$ cat config.mk
export PLATFORM = sky130hd
export DESIGN_NAME = key_conditioner_flat
export DESIGN_NICKNAME = d
export VERILOG_FILES = /design/src/rtl/aud_pkg.sv /design/src/rtl/key_conditioner_if.sv /design/src/rtl/key_debounce_cell.sv /design/src/rtl/key_conditioner.sv /design/src/flat_wrapper.sv
export SDC_FILE = /design/constraint.sdc
export NUM_CORES = 1
export LEC_CHECK = 0
export BUFFER_PORTS_ARGS = -buffer_cell sky130_fd_sc_hd__buf_2
export CAP_MARGIN = 25
export CORE_AREA = 2 2 98 137
export CTS_CLUSTER_SIZE = 16
export DETAILED_ROUTE_END_ITERATION = 12
export DIE_AREA = 0 0 100 139
export HOLD_SLACK_MARGIN = 0.1
export PLACE_DENSITY = 0.69
export SYNTH_ARGS = -nofsm -noshare
export SYNTH_HDL_FRONTEND = slang
export SYNTH_HIERARCHICAL = 1
export SYNTH_SLANG_ARGS = --single-unit
$ cat constraint.sdc
create_clock -name i_clk -period 2.59 [get_ports i_clk]
set_input_delay 0.518 -clock i_clk [delete_from_list [all_inputs] [get_ports i_clk]]
set_output_delay 0.518 -clock i_clk [all_outputs]
set_load 0.05 [all_outputs]
$ cat src/rtl/aud_pkg.sv
// aud_pkg: shared key indices and per-key debounce state encoding.
package aud_pkg;
  localparam int KEY_STOP = 0;
  localparam int KEY_PLAY = 1;
  localparam int KEY_RECD = 2;
  typedef enum logic [1:0] {RELEASED, PRESS_WAIT, PRESSED, RELEASE_WAIT} key_state_t;
endpackage

$ cat src/rtl/key_conditioner_if.sv
// key_conditioner_if: raw key inputs and conditioned key/command outputs.
interface key_conditioner_if #(parameter int N_KEYS = 3);
  localparam int IDW = N_KEYS > 1 ? $clog2(N_KEYS) : 1;
  logic [N_KEYS-1:0] i_key_raw;
  logic [N_KEYS-1:0] o_level;
  logic [N_KEYS-1:0] o_press;
  logic [N_KEYS-1:0] o_release;
  logic [N_KEYS-1:0] o_long;
  logic              o_cmd_valid;
  logic [IDW-1:0]    o_cmd_id;
  modport master (input i_key_raw, output o_level, o_press, o_release, o_long, o_cmd_valid, o_cmd_id);
  modport slave (output i_key_raw, input o_level, o_press, o_release, o_long, o_cmd_valid, o_cmd_id);
endinterface

$ cat src/rtl/key_debounce_cell.sv
// key_debounce_cell: synchronizes, debounces and times one active-low push button.
module key_debounce_cell
  import aud_pkg::*;
#(
  parameter int DEBOUNCE_CYCLES = 12000,
  parameter int LONG_CYCLES     = 6000000
) (
  input  logic i_clk,
  input  logic i_rst,
  input  logic i_key_raw,
  output logic o_level,
  output logic o_press,
  output logic o_press_next,
  output logic o_release,
  output logic o_long
);
  localparam int DW = $clog2(DEBOUNCE_CYCLES);
  localparam int LW = $clog2(LONG_CYCLES + 1);
  localparam logic [DW-1:0] D_LAST = DW'(DEBOUNCE_CYCLES - 1);
  localparam logic [LW-1:0] L_MAX  = LW'(LONG_CYCLES);
  logic [1:0]    sync_q;
  key_state_t    state_q, state_d;
  logic [DW-1:0] cnt_q, cnt_d;
  logic [LW-1:0] long_q, long_d, long_inc;
  logic          press_q, release_q, release_d, long_pulse_q, long_pulse_d;
  logic          s;
  assign s        = ~sync_q[1];
  assign long_inc = long_q == L_MAX ? L_MAX : long_q + LW'(1);
  // Hold time keeps accruing through a release bounce so long-press timing is anchored to the press pulse
  always_comb begin
    state_d      = state_q;
    cnt_d        = '0;
    long_d       = long_q;
    o_press_next = 1'b0;
    release_d    = 1'b0;
    case (state_q)
      RELEASED: begin
        state_d = s ? PRESS_WAIT : RELEASED;
        cnt_d   = DW'(s);
        long_d  = '0;
      end
      PRESS_WAIT: begin
        long_d = '0;
        if (!s) state_d = RELEASED;
        else if (cnt_q == D_LAST) begin
          state_d      = PRESSED;
          o_press_next = 1'b1;
        end else cnt_d = cnt_q + DW'(1);
      end
      PRESSED: begin
        long_d = long_inc;
        if (!s) begin
          state_d = RELEASE_WAIT;
          cnt_d   = DW'(1);
        end
      end
      RELEASE_WAIT: begin
        long_d = long_inc;
        if (s) state_d = PRESSED;
        else if (cnt_q == D_LAST) begin
          state_d   = RELEASED;
          release_d = 1'b1;
        end else cnt_d = cnt_q + DW'(1);
      end
    endcase
    long_pulse_d = (state_d == PRESSED || state_d == RELEASE_WAIT) && long_q != L_MAX && long_d == L_MAX;
  end
  always_ff @(posedge i_clk) begin
    if (i_rst) begin
      sync_q       <= 2'b11;
      state_q      <= RELEASED;
      cnt_q        <= '0;
      long_q       <= '0;
      press_q      <= 1'b0;
      release_q    <= 1'b0;
      long_pulse_q <= 1'b0;
    end else begin
      sync_q       <= {sync_q[0], i_key_raw};
      state_q      <= state_d;
      cnt_q        <= cnt_d;
      long_q       <= long_d;
      press_q      <= o_press_next;
      release_q    <= release_d;
      long_pulse_q <= long_pulse_d;
    end
  end
  assign o_level   = state_q == PRESSED || state_q == RELEASE_WAIT;
  assign o_press   = press_q;
  assign o_release = release_q;
  assign o_long    = long_pulse_q;
endmodule

$ cat src/rtl/key_conditioner.sv
// key_conditioner: per-key debounce cells plus a lowest-index-wins press command encoder.
module key_conditioner
  import aud_pkg::*;
#(
  parameter int N_KEYS          = 3,
  parameter int DEBOUNCE_CYCLES = 12000,
  parameter int LONG_CYCLES     = 6000000
) (
  input logic               i_clk,
  input logic               i_rst,
  key_conditioner_if.master bus
);
  localparam int IDW = N_KEYS > 1 ? $clog2(N_KEYS) : 1;
  logic [N_KEYS-1:0] level, press, press_next, rel, lng;
  logic [IDW-1:0]    id_d, cmd_id_q;
  logic              cmd_valid_q;
  for (genvar k = 0; k < N_KEYS; k++) begin : g_key
    key_debounce_cell #(
      .DEBOUNCE_CYCLES(DEBOUNCE_CYCLES),
      .LONG_CYCLES    (LONG_CYCLES)
    ) u_cell (
      .i_clk       (i_clk),
      .i_rst       (i_rst),
      .i_key_raw   (bus.i_key_raw[k]),
      .o_level     (level[k]),
      .o_press     (press[k]),
      .o_press_next(press_next[k]),
      .o_release   (rel[k]),
      .o_long      (lng[k])
    );
  end
  always_comb begin
    id_d = '0;
    for (int i = N_KEYS - 1; i >= 0; i--) if (press_next[i]) id_d = IDW'(i);
  end
  always_ff @(posedge i_clk) begin
    if (i_rst) begin
      cmd_valid_q <= 1'b0;
      cmd_id_q    <= '0;
    end else begin
      cmd_valid_q <= |press_next;
      cmd_id_q    <= id_d;
    end
  end
  assign bus.o_level     = level;
  assign bus.o_press     = press;
  assign bus.o_release   = rel;
  assign bus.o_long      = lng;
  assign bus.o_cmd_valid = cmd_valid_q;
  assign bus.o_cmd_id    = cmd_id_q;
endmodule

$ cat src/flat_wrapper.sv
// flat-port wrapper written by rule: the top's interface ports become plain ports
module key_conditioner_flat import aud_pkg::*;
#(
  parameter int N_KEYS          = 3,
  parameter int DEBOUNCE_CYCLES = 12000,
  parameter int LONG_CYCLES     = 6000000
)
  (i_clk, i_rst, bus_i_key_raw, bus_o_level, bus_o_press, bus_o_release, bus_o_long, bus_o_cmd_valid, bus_o_cmd_id);
  key_conditioner_if #(.N_KEYS(N_KEYS)) bus_i ();
  input logic i_clk;
  input logic i_rst;
  input wire logic [$bits(bus_i.i_key_raw)-1:0] bus_i_key_raw;
  output wire logic [$bits(bus_i.o_level)-1:0] bus_o_level;
  output wire logic [$bits(bus_i.o_press)-1:0] bus_o_press;
  output wire logic [$bits(bus_i.o_release)-1:0] bus_o_release;
  output wire logic [$bits(bus_i.o_long)-1:0] bus_o_long;
  output wire logic [$bits(bus_i.o_cmd_valid)-1:0] bus_o_cmd_valid;
  output wire logic [$bits(bus_i.o_cmd_id)-1:0] bus_o_cmd_id;
  assign bus_i.i_key_raw = bus_i_key_raw;
  assign bus_o_level = bus_i.o_level;
  assign bus_o_press = bus_i.o_press;
  assign bus_o_release = bus_i.o_release;
  assign bus_o_long = bus_i.o_long;
  assign bus_o_cmd_valid = bus_i.o_cmd_valid;
  assign bus_o_cmd_id = bus_i.o_cmd_id;
  key_conditioner #(.N_KEYS(N_KEYS), .DEBOUNCE_CYCLES(DEBOUNCE_CYCLES), .LONG_CYCLES(LONG_CYCLES)) u_core (.i_clk(i_clk), .i_rst(i_rst), .bus(bus_i));
endmodule
==> metrics.csv <==
metric,value,unit
status,completed,
WP data required,2.95,ns
GR Overflow Total,0,
"Slew Viols, Final",0,
Layout area overhead,11.7,%
final hold violations,0,
dpl ws,0.276,ns
crit path launch type,flop,
Lkg Pwr,2.40,nW
height of the chip,139,um
Worst Skew,0.00638,ns
# port buffers,19,
crit end category,flop,
post-synthesis cell area,6570,um^2
largest area contributor in the netlist,dfxtp_1,
vias per cell,5.61,
Synth area leaders,"dfxtp_1 41%, nor2_1 7.2%, xnor2_1 7.2%",
clock tree buffer depth,2,
starting density of the core,0.515,
layout cells sized above 1,0.118,
dpl hpwl,9.79,mm
fill count,1146,
Sink Count,135,
Die Wd,100,um
critical path type,flop to flop,
Mean Syn Cell Area,8.56,um^2
Critical Path AT,2.75,ns
Power Density,626,nW/um^2
CTS tree,yes,
IO Pins,20,
GRT Util Overall,0.203,
maxcap violations,0,
Multi-input gate area,3570,um^2
Final ANT Viol Nets,0,
VDD IR max,348,uV
Clock transition at path regs,0.06,ns
"count leader, synth",dfxtp_1,
post-route minimum period,2.39,ns
final core occ,0.576,
Worst Path Max Fanout,7,
Rel. slew slack,0.645,
number of global-route vias before repair,5122,
setup violators final,0,
Antenna diodes,0,
htree depth,4,
first-pass GRT wire length,23.1,mm
Cell variety after synth,65,
Seq cells post-synth,135,
syn_nets,784,
initial DRC count,252,
setup TNS,0,ns
Clock Latency Late Sink,0.41,ns
Tightest Pin Transition,0.525,ns
synth cell count leaders,"135 x dfxtp_1, 126 x nor2_1, 54 x nand2_1, 54 x xnor2_1, 52 x xor2_1",
Post-CTS Setup Repair Bufs,0,
Main synth FF type,dfxtp_1,
period utilization,0.922,
largest net degree at the start of global routing,19,
Root Driver,clkbuf_16,
Via Count,5275,
RePlAce Congestion,0.926,
Routed WL per cell,14.4,um
hold crit path type,primary input to flop,
cts hold-fix bufs,0,
WHS,0.290,ns
Ys Warns,6,
Fmax achieved,0.419,GHz
synthesized instance count,768,
drc violations,0,
Post-CTS Resized,0,
register area,2700,um^2
RSZ-0062 raised after global routing,no,
sequential element share of the synthesized area,0.411,
Core Footprint,12800,um^2
top cell type's share of synthesized area,0.411,
final worst slack,0.201,ns
router iterations before antenna repair,6,
die footprint,13900,um^2
Post-synth EDFFs,0,
drt total wl,13.5,mm
Async SR Flop Fraction,0,
initial antenna violation count,0,
final net count,791,
row cnt,49,
Pwr Total,4.60,mW
total clock buffers created by CTS,17,
-- sequential cells by signal, summed over array words and instances (netlist names) --
| register | cells |
|---|---|
| u_core/g_key.u_cell/long_q | 69 |
| u_core/g_key.u_cell/cnt_q | 42 |
| u_core/g_key.u_cell/state_q | 6 |
| u_core/g_key.u_cell/sync_q | 6 |
| u_core/g_key.u_cell/o_long | 3 |
| u_core/g_key.u_cell/o_press | 3 |
| u_core/g_key.u_cell/o_release | 3 |
| u_core/bus.o_cmd_id | 2 |
| u_core/bus.o_cmd_valid | 1 |
-- where the power goes --
part | switching (mW) | total, mW | internal (mW)
Combinational | 0.0121 | 0.0226 | 0.0105
Clock | 0.948 | 2.49 | 1.54
Sequential | 0.00488 | 2.09 | 2.08
Total | 0.965 | 4.60 | 3.63
-- cell families after synthesis --
kind of cell / Yosys count / share of synthesized area
AND/OR/NAND/NOR: 409 / 0.332
flip-flops: 135 / 0.411
XOR/XNOR: 106 / 0.141
buffers and inverters: 65 / 0.0457
AO/OA/AOI/OAI: 37 / 0.0406
adder cells (fa/ha/maj): 11 / 0.0209
multiplexers: 5 / 0.00800
-- layer usage --
metal  part of all wire  track usage  vias up
li1                   -            -     2645
met1               0.41        0.225     2471
met2               0.53        0.361      127
met3              0.040       0.0499       32
met4              0.027       0.0923        0
met5                  0            0        -
-- critical path, cell delays in order (launching register included) --
cell,delay (ns)
dfxtp_1,0.43
ha_1,0.29
nand4_1,0.23
nor4_1,0.40
xnor2_1,0.13
or2_2,0.30
nor4_1,0.33
o211a_1,0.21
-- worst paths after layout --
kind / cells after the start / slack, ns / endpoint / startpoint
min reg2reg: 1 / 0.41 / u_core/g_key[1].u_cell/sync_q[1] / u_core/g_key[1].u_cell/sync_q[0]
max: 7 / 0.20 / u_core/g_key[1].u_cell/o_long / u_core/g_key[1].u_cell/long_q[0]
min: 2 / 0.29 / u_core/g_key[1].u_cell/sync_q[0] / bus_i_key_raw[1]
max reg2reg: 7 / 0.20 / u_core/g_key[1].u_cell/o_long / u_core/g_key[1].u_cell/long_q[0]
-- per-stage QoR --
stage / instance area, um^2 / instances
global placement: 6730 / 909
CTS: 7340 / 941
finish: 7340 / 941
floorplan: 6570 / 768
global route: 7340 / 941
detailed placement: 6730 / 909
-- layout by cell type, fill, tap and decap left out, types with 4 or more instances in the layout --
cell	n
and3_1	14
inv_6	8
and2_1	9
nor3b_1	5
nand2b_1	7
clkbuf_16	17
buf_2	19
nor4_2	4
ha_1	11
nor3_1	23
nand4_1	33
buf_4	11
nand2_1	54
nor2b_1	7
nand3_1	51
xor2_1	52
a21oi_1	8
nor2_1	126
inv_1	23
o21ai_0	9
or3_1	7
and4_1	8
dfxtp_1	135
or2_2	13
nor4_1	20
xnor2_1	54
-- area by class of cell --
type | count | share of cell area
clock buffers | 17 | 0.0579
clock inverters | 15 | 0.0259
inverters | 23 | 0.0118
multi-input cells | 568 | 0.486
flip-flops and latches | 135 | 0.368
well taps | 153 | 0.0261
repair buffers | 30 | 0.0242
No activity file was read; power rests on OpenSTA's default activity.
